$ cat src/rtl/dmem_if_pkg.sv
// Shared types for the MEM-stage data-memory adapter: FSM encoding, access
// size codes and the alignment rule.
package dmem_if_pkg;

  typedef enum logic [1:0] {
    IDLE = 2'd0,
    REQ  = 2'd1,
    RESP = 2'd2,
    DONE = 2'd3
  } state_t;

  localparam logic [1:0] SZ_WORD = 2'b00;
  localparam logic [1:0] SZ_HALF = 2'b01;
  localparam logic [1:0] SZ_BYTE = 2'b10;

  // Size code 2'b11 is handled like a word access.
  function automatic logic is_misaligned(input logic [1:0] offset,
                                         input logic [1:0] size);
    case (size)
      SZ_HALF: is_misaligned = offset[0];
      SZ_BYTE: is_misaligned = 1'b0;
      default: is_misaligned = (offset != 2'b00);
    endcase
  endfunction

endpackage

$ cat src/rtl/dmem_lane_align.sv
// Byte-lane steering: moves right-aligned store data/strobes into bus lanes
// and right-aligns returning read data.
module dmem_lane_align
  import dmem_if_pkg::*;
(
  input  logic [1:0]  addr_lo,
  input  logic [1:0]  addr_lo_q,
  input  logic [1:0]  acc_size,
  input  logic [31:0] store_data,
  input  logic [3:0]  write_strb,
  input  logic [31:0] rsp_rdata,
  output logic [31:0] lane_wdata,
  output logic [3:0]  lane_wstrb,
  output logic [31:0] rdata_aligned,
  output logic        misaligned
);

  assign lane_wdata    = store_data << {addr_lo, 3'b000};
  assign lane_wstrb    = write_strb << addr_lo;
  // Read data uses the offset captured at issue, not the live address.
  assign rdata_aligned = rsp_rdata >> {addr_lo_q, 3'b000};
  assign misaligned    = is_misaligned(addr_lo, acc_size);

endmodule

$ cat src/rtl/dmem_if.sv
// MEM-stage data-memory bus adapter: one valid/ready transaction per access,
// pipeline stall while in flight, misalignment and response-timeout pulses.
module dmem_if
  import dmem_if_pkg::*;
#(
  parameter int unsigned TIMEOUT_CYC = 255
) (
  input  logic        clk,
  input  logic        rst_n,
  input  logic        rd_en,
  input  logic        wr_en,
  input  logic [31:0] addr,
  input  logic [1:0]  acc_size,
  input  logic [31:0] store_data,
  input  logic [3:0]  write_strb,
  output logic [31:0] mem_data,
  output logic        stall,
  output logic        misalign_exc,
  output logic        bus_err,
  output logic        req_valid,
  input  logic        req_ready,
  output logic        req_we,
  output logic [31:0] req_addr,
  output logic [31:0] req_wdata,
  output logic [3:0]  req_wstrb,
  input  logic        rsp_valid,
  input  logic [31:0] rsp_rdata,
  output logic [1:0]  dbg_state
);

  localparam logic [7:0] TO_LAST = 8'(TIMEOUT_CYC - 1);

  // Handshake: the request is presented with req_valid and every req_* field
  // held constant until a cycle where req_valid & req_ready are both high;
  // read data is accepted only while waiting in RESP on rsp_valid.

  state_t      state_q;
  logic [1:0]  addr_lo_q;
  logic        is_load_q;
  logic [7:0]  cnt;
  logic        access;
  logic        misaligned;
  logic [31:0] lane_wdata;
  logic [3:0]  lane_wstrb;
  logic [31:0] rdata_aligned;

  assign access    = rd_en | wr_en;
  assign dbg_state = state_q;

  dmem_lane_align u_align (
    .addr_lo       (addr[1:0]),
    .addr_lo_q     (addr_lo_q),
    .acc_size      (acc_size),
    .store_data    (store_data),
    .write_strb    (write_strb),
    .rsp_rdata     (rsp_rdata),
    .lane_wdata    (lane_wdata),
    .lane_wstrb    (lane_wstrb),
    .rdata_aligned (rdata_aligned),
    .misaligned    (misaligned)
  );

  // DONE deliberately drops stall for one cycle so the pipeline advances.
  assign stall = ((state_q == IDLE) && access && !misaligned) ||
                 (state_q == REQ) || (state_q == RESP);

  always_ff @(posedge clk or negedge rst_n) begin
    if (!rst_n) begin
      state_q      <= IDLE;
      addr_lo_q    <= 2'b00;
      is_load_q    <= 1'b0;
      cnt          <= 8'd0;
      mem_data     <= 32'd0;
      misalign_exc <= 1'b0;
      bus_err      <= 1'b0;
      req_valid    <= 1'b0;
      req_we       <= 1'b0;
      req_addr     <= 32'd0;
      req_wdata    <= 32'd0;
      req_wstrb    <= 4'd0;
    end else begin
      misalign_exc <= 1'b0;
      bus_err      <= 1'b0;
      case (state_q)
        IDLE: begin
          if (access) begin
            if (misaligned) begin
              misalign_exc <= 1'b1;
            end else begin
              req_valid <= 1'b1;
              req_we    <= wr_en;
              req_addr  <= {addr[31:2], 2'b00};
              req_wdata <= wr_en ? lane_wdata : 32'd0;
              req_wstrb <= wr_en ? lane_wstrb : 4'd0;
              addr_lo_q <= addr[1:0];
              is_load_q <= rd_en;
              state_q   <= REQ;
            end
          end
        end
        REQ: begin
          if (req_ready) begin
            req_valid <= 1'b0;
            cnt       <= 8'd0;
            state_q   <= is_load_q ? RESP : DONE;
          end
        end
        RESP: begin
          if (rsp_valid) begin
            mem_data <= rdata_aligned;
            state_q  <= DONE;
          end else if (cnt == TO_LAST) begin
            bus_err  <= 1'b1;
            mem_data <= 32'd0;
            state_q  <= DONE;
          end else begin
            cnt <= cnt + 8'd1;
          end
        end
        default: begin
          state_q <= IDLE;
        end
      endcase
    end
  end

endmodule

$ cat config.mk
export PLATFORM = sky130hd
export DESIGN_NAME = dmem_if
export DESIGN_NICKNAME = d
export VERILOG_FILES = /design/src/rtl/dmem_if_pkg.sv /design/src/rtl/dmem_lane_align.sv /design/src/rtl/dmem_if.sv
export SDC_FILE = /design/constraint.sdc
export NUM_CORES = 1
export LEC_CHECK = 0
export BUFFER_PORTS_ARGS = -buffer_cell sky130_fd_sc_hd__buf_4
export CORE_MARGIN = 3
export CORE_UTILIZATION = 53
export CTS_CLUSTER_SIZE = 30
export DETAILED_ROUTE_END_ITERATION = 8
export HOLD_SLACK_MARGIN = 0.15
export PLACE_DENSITY = 0.86
export SYNTH_ARGS = -nofsm -noshare
export SYNTH_HDL_FRONTEND = slang
export SYNTH_SLANG_ARGS = --single-unit
$ cat constraint.sdc
create_clock -name clk -period 2.75 [get_ports clk]
set_input_delay 0.275 -clock clk [delete_from_list [all_inputs] [get_ports clk]]
set_output_delay 0.275 -clock clk [all_outputs]
set_load 0.05 [all_outputs]
==> out/metrics.yaml, run 1 <==
global_routing:
  via_count_of_the_first_global_routing_pass: 5487
  globalRouteOverflowTotal: 0
  most_heavily_used_metal_layer_in_global_routing: "met2"
  groute.layer.met1.usage: 0.403
  grt_first_pass_wirelength_mm: 30.4
  grt_max_degree: 69
  grtUsageMet2: 0.597
  groute.usage.overall: 0.345
  initial_antenna_violation_count: 0
  gr-usage-met3: 0.0873
cts:
  clock_path_buffers: 2
  cts_buffers: 17
  clkSinkCount: 115
  cts_htree_levels: 4
  ctsRootBufferMaster: "clkbuf_8"
  cts_resized: 0
  clock_insertion_delay_worst_skew_ns: 0.51
  tritoncts: "built"
  clkTransAtPathRegs_ns: 0.06
placement:
  place.detailed.hpwl_mm: 10.7
  place.gp.congestion: 0.874
  placement.io_buffers: 212
  place_worst_setup_slack_ns: 0.465
finish:
  area_growth_syn_to_layout_pct: 58.3
  num-nets-final: 846
  antenna_cells: 0
  final_layout_size_suffix_gt1_frac: 0.358
logic_synthesis:
  synth.area.top_cells: "dfrtp_1, mux2i_1, mux2_1"
  yosysUniqueCellTypes: 48
  post_synth.cell_area_avg_sq_um: 12.3
  synth.largest_area_cell: "dfrtp_1"
  synth_async_sr_flop_share: 1.00
  syn-cell-area_sq_um: 5380
  postSynthCellCount: 438
  synth-main-ff-cell: "dfrtp_1"
  synth-seq-cells: 115
  synth_warnings: 0
  synth.yosys.seq_area_share: 0.535
  synth_enable_flop_cells: 0
  yosys.area.top_type_share: 0.535
sta:
  hold_viol: 0
  minimum_clock_period_ns: 2.61
  finalHoldWorstSlack_ns: 0.155
  final_skew_ns: 0.0111
  slew_viol_final: 0
  tightestPinTransition_ns: 1.29
  finalSetupTns_ns: 0
  period_share: 0.951
  setup_viol: 0
  timing.fmax_ghz: 0.383
  timing.slew.headroom: 0.142
  post-route-worst-setup-slack_ns: 0.136
  rsz0062_at_grt: "false"
route:
  via_density: 5.94
  via_count: 5211
  drc: 0
  drt_first_pass_iters: 5
  wirelength_mm: 19.5
  drt.antenna.violating_nets: 0
  drt-initial-drc-count: 340
  detail_route.wl_per_cell_um: 22.2
floorplanning:
  fp.dieH_um: 107
  design.die.area_sq_um: 11400
  floorplan.initialDensity: 0.547
  top_level_ports: 215
  placeableCoreArea_sq_um: 9820
  die_w_um: 107
  rows: 36
setup_path:
  crit_path_max_fanout: 14
  critPathArrivalTime_ns: 3.05
  slowest_delay_ns: 0.61
  startpoint_type: "flop"
  critPathKind: "flop to flop"
  crit_path_cell_trace: "inv_1 -> ha_1 -> and3_1 -> a221oi_1 -> o2bb2ai_1 -> dlygate4sd3_1"
  slowest_stage: "dlygate4sd3_1"
  worst_setup_path_end_kind: "flop"
  required_ns: 3.19
run:
  cap_violations: 0
pwr:
  power-per-cell-area_nw_per_um2: 1300
  leakage_nw: 4.15
  worst_ir_drop_vdd_mv: 0.830
hold_path:
  worst_hold_path_type: "input port to flop"
outcome:
  result_of_the_run: "completed"
==> what timing repair did <==
item | CTS | global route
buffers inserted | 0 | 0
hold buffers | 86 | 0
endpoints found under the hold margin | 145 | 0
==> layout make-up <==
type                       instances  area [sq um]
sequential                       115          2880
tap                              133           166
clock buffer                      18           428
multi-input combinational        283          2310
fill                             436          1310
inverter                           8          30.0
clock inverter                    14           178
timing repair buffer             306          2520
==> kinds of logic after synthesis <==
family / after synthesis / synth area share
multiplexers: 70 / 0.140
flip-flops: 115 / 0.535
AND/OR/NAND/NOR: 66 / 0.0640
AO/OA/AOI/OAI: 138 / 0.205
other: 1 / 0.000698
buffers and inverters: 41 / 0.0386
adder cells (fa/ha/maj): 7 / 0.0163
==> Yosys cell counts (6+ instances only) <==
cell,instances
dfrtp_1,115
mux2i_1,36
mux2_1,32
a22o_1,27
nand2_1,26
o2bb2ai_1,25
buf_2,16
o21ai_0,12
a211o_1,10
nor2b_1,10
a21o_1,9
a32o_1,9
buf_4,9
a21boi_0,8
a221oi_1,8
inv_1,8
o22ai_1,8
ha_1,7
clkbuf_1,6
nor2_1,6
==> routing by layer <==
metal	vias to the layer above	part of all wire	wire length (um)
li1	2238	-	-
met1	2544	0.37	7150
met2	347	0.50	9790
met3	82	0.079	1540
met4	0	0.052	1010
met5	-	0	0
==> final timing paths <==
kind	startpoint	to	slack (ns)	depth (start not counted)
max in group asynchronous	rst_n	cnt[2]	1.57	3
min	store_data[11]	req_wdata[11]	0.15	3
min reg2reg	mem_data[7]	mem_data[7]	0.48	1
max	dbg_state[0]	mem_data[8]	0.14	6
min in group asynchronous	rst_n	req_addr[31]	0.38	2
max reg2reg	dbg_state[0]	mem_data[8]	0.14	6
==> report_power, final <==
part | internal (W) | switching, W
Clock | 0.00141 | 0.000833
Combinational | 0.00196 | 0.00376
Sequential | 0.00242 | 0.000645
==> registers in the layout, indices dropped and copies added, names as in the netlist <==
register,count
mem_data,32
req_wdata,32
req_addr,30
cnt,8
req_wstrb,4
addr_lo_q,2
dbg_state,2
bus_err,1
is_load_q,1
misalign_exc,1
req_valid,1
req_we,1
==> critical path: cells and delay by family (launching register included) <==
family	cells	cell delay, ns
compound gates	2	0.42
fa+ha+maj	1	0.47
buf+inv	2	0.72
flops	1	0.43
simple gates	1	0.50
==> placed cells by master (no fill, tap or decap), drive strengths merged, types with 5 or more instances in the layout <==
cell         Yosys  routed
a21boi           8       8
a221oi           8       8
inv              8      11
ha               7       7
nand3            5       5
a31oi            5       5
a22o            27      27
mux2i           36      36
mux2            34      34
dfrtp          115     115
buf             27     220
a32o             9       9
clkbuf           6      18
o22ai            8       8
a211o           10      10
nor2             8       8
and3             5       5
nor2b           10      10
nand2           26      26
o2bb2ai         25      25
dlygate4sd3      0      86
o21ai           18      18
a21o             9       9
==> stage by stage <==
step / total power [W] / instance area, sq um / cells / utilization
2_1_floorplan: 0.00664 / 5380 / 439 / -
3_3_place_gp: 0.00824 / 7040 / 759 / 0.717
3_5_place_dp: 0.00838 / 7040 / 759 / 0.717
4_1_cts: 0.0108 / 8510 / 877 / 0.867
5_1_grt: 0.0114 / 8510 / 877 / 0.867
6_report: 0.0110 / 8510 / 877 / 0.867
(Power assumes the default switching activity.)
==> run 2: changes to the inputs <==
--- a/config.mk
+++ b/config.mk
@@ -7,11 +7,13 @@
 export LEC_CHECK = 0
 export BUFFER_PORTS_ARGS = -buffer_cell sky130_fd_sc_hd__buf_4
 export CORE_MARGIN = 3
-export CORE_UTILIZATION = 53
+export CORE_UTILIZATION = 55
+export CTS_BUF_LIST = sky130_fd_sc_hd__clkbuf_4 sky130_fd_sc_hd__clkbuf_8
 export CTS_CLUSTER_SIZE = 30
 export DETAILED_ROUTE_END_ITERATION = 8
 export HOLD_SLACK_MARGIN = 0.15
-export PLACE_DENSITY = 0.86
+export PLACE_DENSITY = 0.88
 export SYNTH_ARGS = -nofsm -noshare
 export SYNTH_HDL_FRONTEND = slang
+export SYNTH_HIERARCHICAL = 1
 export SYNTH_SLANG_ARGS = --single-unit
==> constraint.sdc (replaced) <==
create_clock -name clk -period 3.2 [get_ports clk]
set_input_delay 0.32 -clock clk [delete_from_list [all_inputs] [get_ports clk]]
set_output_delay 0.32 -clock clk [all_outputs]
set_load 0.05 [all_outputs]
==> run 2 against run 1 <==
Die area grew 2.8%. First-iteration DRC count increased by 13%. Highest routed layer unchanged. Utilization is 5.7 points lower. Total power is 20% lower. Clock power shrank 39%.
==> out/metrics.yaml, run 2 <==
sta:
  rsz0062_at_grt: "false"  # unchanged
  timing.slew.headroom: 0.411  # was 0.142
  slew_viol_final: 0  # unchanged
  minimum_clock_period_ns: 2.30  # was 2.61 ns
  timing.fmax_ghz: 0.434  # was 0.383 GHz
  final_skew_ns: 0.0110  # was 0.0111 ns
  finalSetupTns_ns: 0  # unchanged
  setup_viol: 0  # unchanged
  period_share: 0.719  # was 0.951
  hold_viol: 0  # unchanged
  tightestPinTransition_ns: 0.877  # was 1.29 ns
cts:
  post_cts_hold_buffer_count: 32  # was 86
  tritoncts: "built"  # unchanged
  clock_path_buffers: 2  # unchanged
  cts_buffers: 17  # unchanged
  clkTransAtPathRegs_ns: 0.07  # was 0.06 ns
  ctsRootBufferMaster: "clkbuf_8"  # unchanged
  cts_resized: 0  # unchanged
  postCtsSetupBuffers: 0  # unchanged
  cts_htree_levels: 4  # unchanged
  clock_insertion_delay_worst_skew_ns: 0.43  # was 0.51 ns
  clkSinkCount: 115  # unchanged
floorplanning:
  design.die.area_sq_um: 11700  # was 11,400 sq um
  fp.dieH_um: 108  # was 107 um
  placeableCoreArea_sq_um: 9950  # was 9820 sq um
  rows: 36  # unchanged
  die_w_um: 108  # was 107 um
  floorplan.initialDensity: 0.577  # was 0.547
  top_level_ports: 215  # unchanged
global_routing:
  grt_first_pass_wirelength_mm: 27.7  # was 30.4 mm
  via_count_of_the_first_global_routing_pass: 5547  # was 5,487
  globalRouteOverflowTotal: 0  # unchanged
  groute.usage.overall: 0.308  # was 0.345
  initial_antenna_violation_count: 2  # was 0
  grt_max_degree: 72  # was 69
placement:
  place.gp.congestion: 0.827  # was 0.874
  placement.io_buffers: 212  # unchanged
  place.detailed.hpwl_mm: 11.7  # was 10.7 mm
  placed_cells: 909  # was 759
route:
  drt_first_pass_iters: 5  # unchanged
  drt-initial-drc-count: 385  # was 340
  wirelength_mm: 17.7  # was 19.5 mm
  via_count: 5441  # was 5,211
  drt.antenna.violating_nets: 0  # unchanged
  detail_route.wl_per_cell_um: 18.3  # was 22.2 um
  drc: 0  # unchanged
  via_density: 5.60  # was 5.94
setup_path:
  worst_setup_path_end_kind: "flop"  # unchanged
  critPathKind: "flop to flop"  # unchanged
  crit_path_max_fanout: 9  # was 14
  regToRegSetupSlack_ns: 0.90  # was 0.14 ns
  critical_path.reg2reg.endpoint: "cnt[7]"  # was mem_data[8]
  startpoint_type: "flop"  # unchanged
  critPathLaunch: "dbg_state[0]"  # unchanged
  critPathArrivalTime_ns: 2.66  # was 3.05 ns
  worst-r2r-cell-count: 6  # unchanged
  required_ns: 3.56  # was 3.19 ns
  critPathCapture: "cnt[7]"  # was mem_data[8]
  worst_flop_to_flop_path_startpoint: "dbg_state[0]"  # unchanged
pwr:
  power.net_switching_w: 0.00438  # was 0.00524 W
  leakage_nw: 4.29  # was 4.15 nW
  comb_power_share: 0.554  # was 0.519
  design_power_total_w: 0.00879  # was 0.0110 W
  seqPwrFrac: 0.288  # was 0.278
  cell_internal_pwr_w: 0.00441  # was 0.00579 W
  swShare: 0.498  # was 0.475
  worst_ir_drop_vdd_mv: 0.805  # was 0.830 mV
  clock_power_share: 0.158  # was 0.204
  power-per-cell-area_nw_per_um2: 1090  # was 1300 nW/um^2
logic_synthesis:
  synth_warnings: 6  # was 0
  yosysUniqueCellTypes: 36  # was 48
  yosys.cell_count.top_type: "nand2_1"  # was dfrtp_1
  synth-main-ff-cell: "dfrtp_1"  # unchanged
  synth_enable_flop_cells: 0  # unchanged
  synth_async_sr_flop_share: 1.00  # unchanged
  synth.yosys.seq_area_share: 0.501  # was 0.535
  yosys.area.top_type_share: 0.501  # was 0.535
  synth.largest_area_cell: "dfrtp_1"  # unchanged
  synth.area.top_cells: "dfrtp_1, mux2i_1, nand2_1"  # was dfrtp_1, mux2i_1, mux2_1
  synth_common_cells: "nand2_1, dfrtp_1, mux2i_1"  # was dfrtp_1, mux2i_1, mux2_1
  syn-cell-area_sq_um: 5740  # was 5380 sq um
  postSynthCellCount: 600  # was 438
  synth-seq-cells: 115  # unchanged
  post_synth.cell_area_avg_sq_um: 9.57  # was 12.3 sq um
finish:
  layout.cells.most_common: "buf_4"  # unchanged
  final_instance_count_excl_fillers: 971  # was 877
  largest_registers: "mem_data: 32 flops, req_wdata: 32 flops, req_addr: 30 flops"  # unchanged
  final_cell_mix: "buf_4, nand2_1, dfrtp_1, mux2i_1, nand3_1"  # was buf_4, dfrtp_1, dlygate4sd3_1, mux2i_1, mux2_1
  num-nets-final: 942  # was 846
  final_layout_size_suffix_gt1_frac: 0.304  # was 0.358
  area_growth_syn_to_layout_pct: 40.3  # was 58.3%
outcome:
  result_of_the_run: "completed"  # unchanged
run:
  cap_violations: 0  # unchanged
hold_path:
  worst_hold_path_type: "input port to flop"  # unchanged
==> run 2: area by class of cell <==
type	count	area [sq um]
inverter	6	22.5
clock buffer	22	290
clock inverter	6	105
fill	628	1900
tap	133	166
sequential	115	2880
antenna	2	5.00
multi-input combinational	435	2610
timing repair buffer	252	1980
==> run 2: layer usage <==
metal	global-route usage	up-vias	wire, um
li1	-	2496	-
met1	0.369	2650	6810
met3	0.0919	48	1530
met4	0.138	0	570
met5	0	-	0
met2	0.512	247	8820
==> run 2: cell families (layout without fill, tap and decap cells) <==
logic type	Yosys count	after routing	synth area share
AO/OA/AOI/OAI	76	76	0.105
AND/OR/NAND/NOR	280	280	0.208
buffers and inverters	51	286	0.0479
other	1	4	0.000653
flip-flops	115	115	0.501
multiplexers	70	70	0.122
adder cells (fa/ha/maj)	7	7	0.0152
==> run 2: how the worst min path moves through the flow <==
stage,end,from,slack (ns),depth (start not counted)
final,mem_data[11],rsp_rdata[19],0.25,3
after global routing,mem_data[14],rsp_rdata[22],0.24,3
after CTS,bus_err,rsp_valid,0.22,3
after detailed placement,mem_data[26],rst_n,0.30,1
after global placement,mem_data[18],rst_n,0.30,1
after floorplan,addr_lo_q[0],rst_n,0.02,0
==> run 2: power groups by stage <==
stage | logic [W] | clock network, W | registers [W]
final | 0.00487 | 0.00138 | 0.00253
after detailed placement | 0.00480 | 0 | 0.00253
after CTS | 0.00485 | 0.00140 | 0.00252
after floorplan | 0.00145 | 0 | 0.00440
after global placement | 0.00470 | 0 | 0.00250
after global routing | 0.00514 | 0.00146 | 0.00260
==> run 2: through the flow <==
stage | hold slack, ns | instance area (sq um) | setup slack, ns | utilization
6_report | 0.246 | 8060 | 0.898 | 0.810
5_1_grt | 0.239 | 8060 | 0.693 | 0.810
4_1_cts | 0.221 | 8050 | 0.903 | 0.809
3_5_place_dp | 0.303 | 7340 | 0.822 | 0.737
3_3_place_gp | 0.300 | 7340 | 0.921 | 0.737
2_1_floorplan | 0.0244 | 5750 | 0.775 | -
==> run 2: worst max-delay path: stages (launching register included) <==
cell and delay [ns]:
dfrtp_1 0.43, inv_1 0.10, ha_1 0.36, inv_1 0.19, nor3_1 0.76, o21ai_0 0.26, nand3_1 0.14
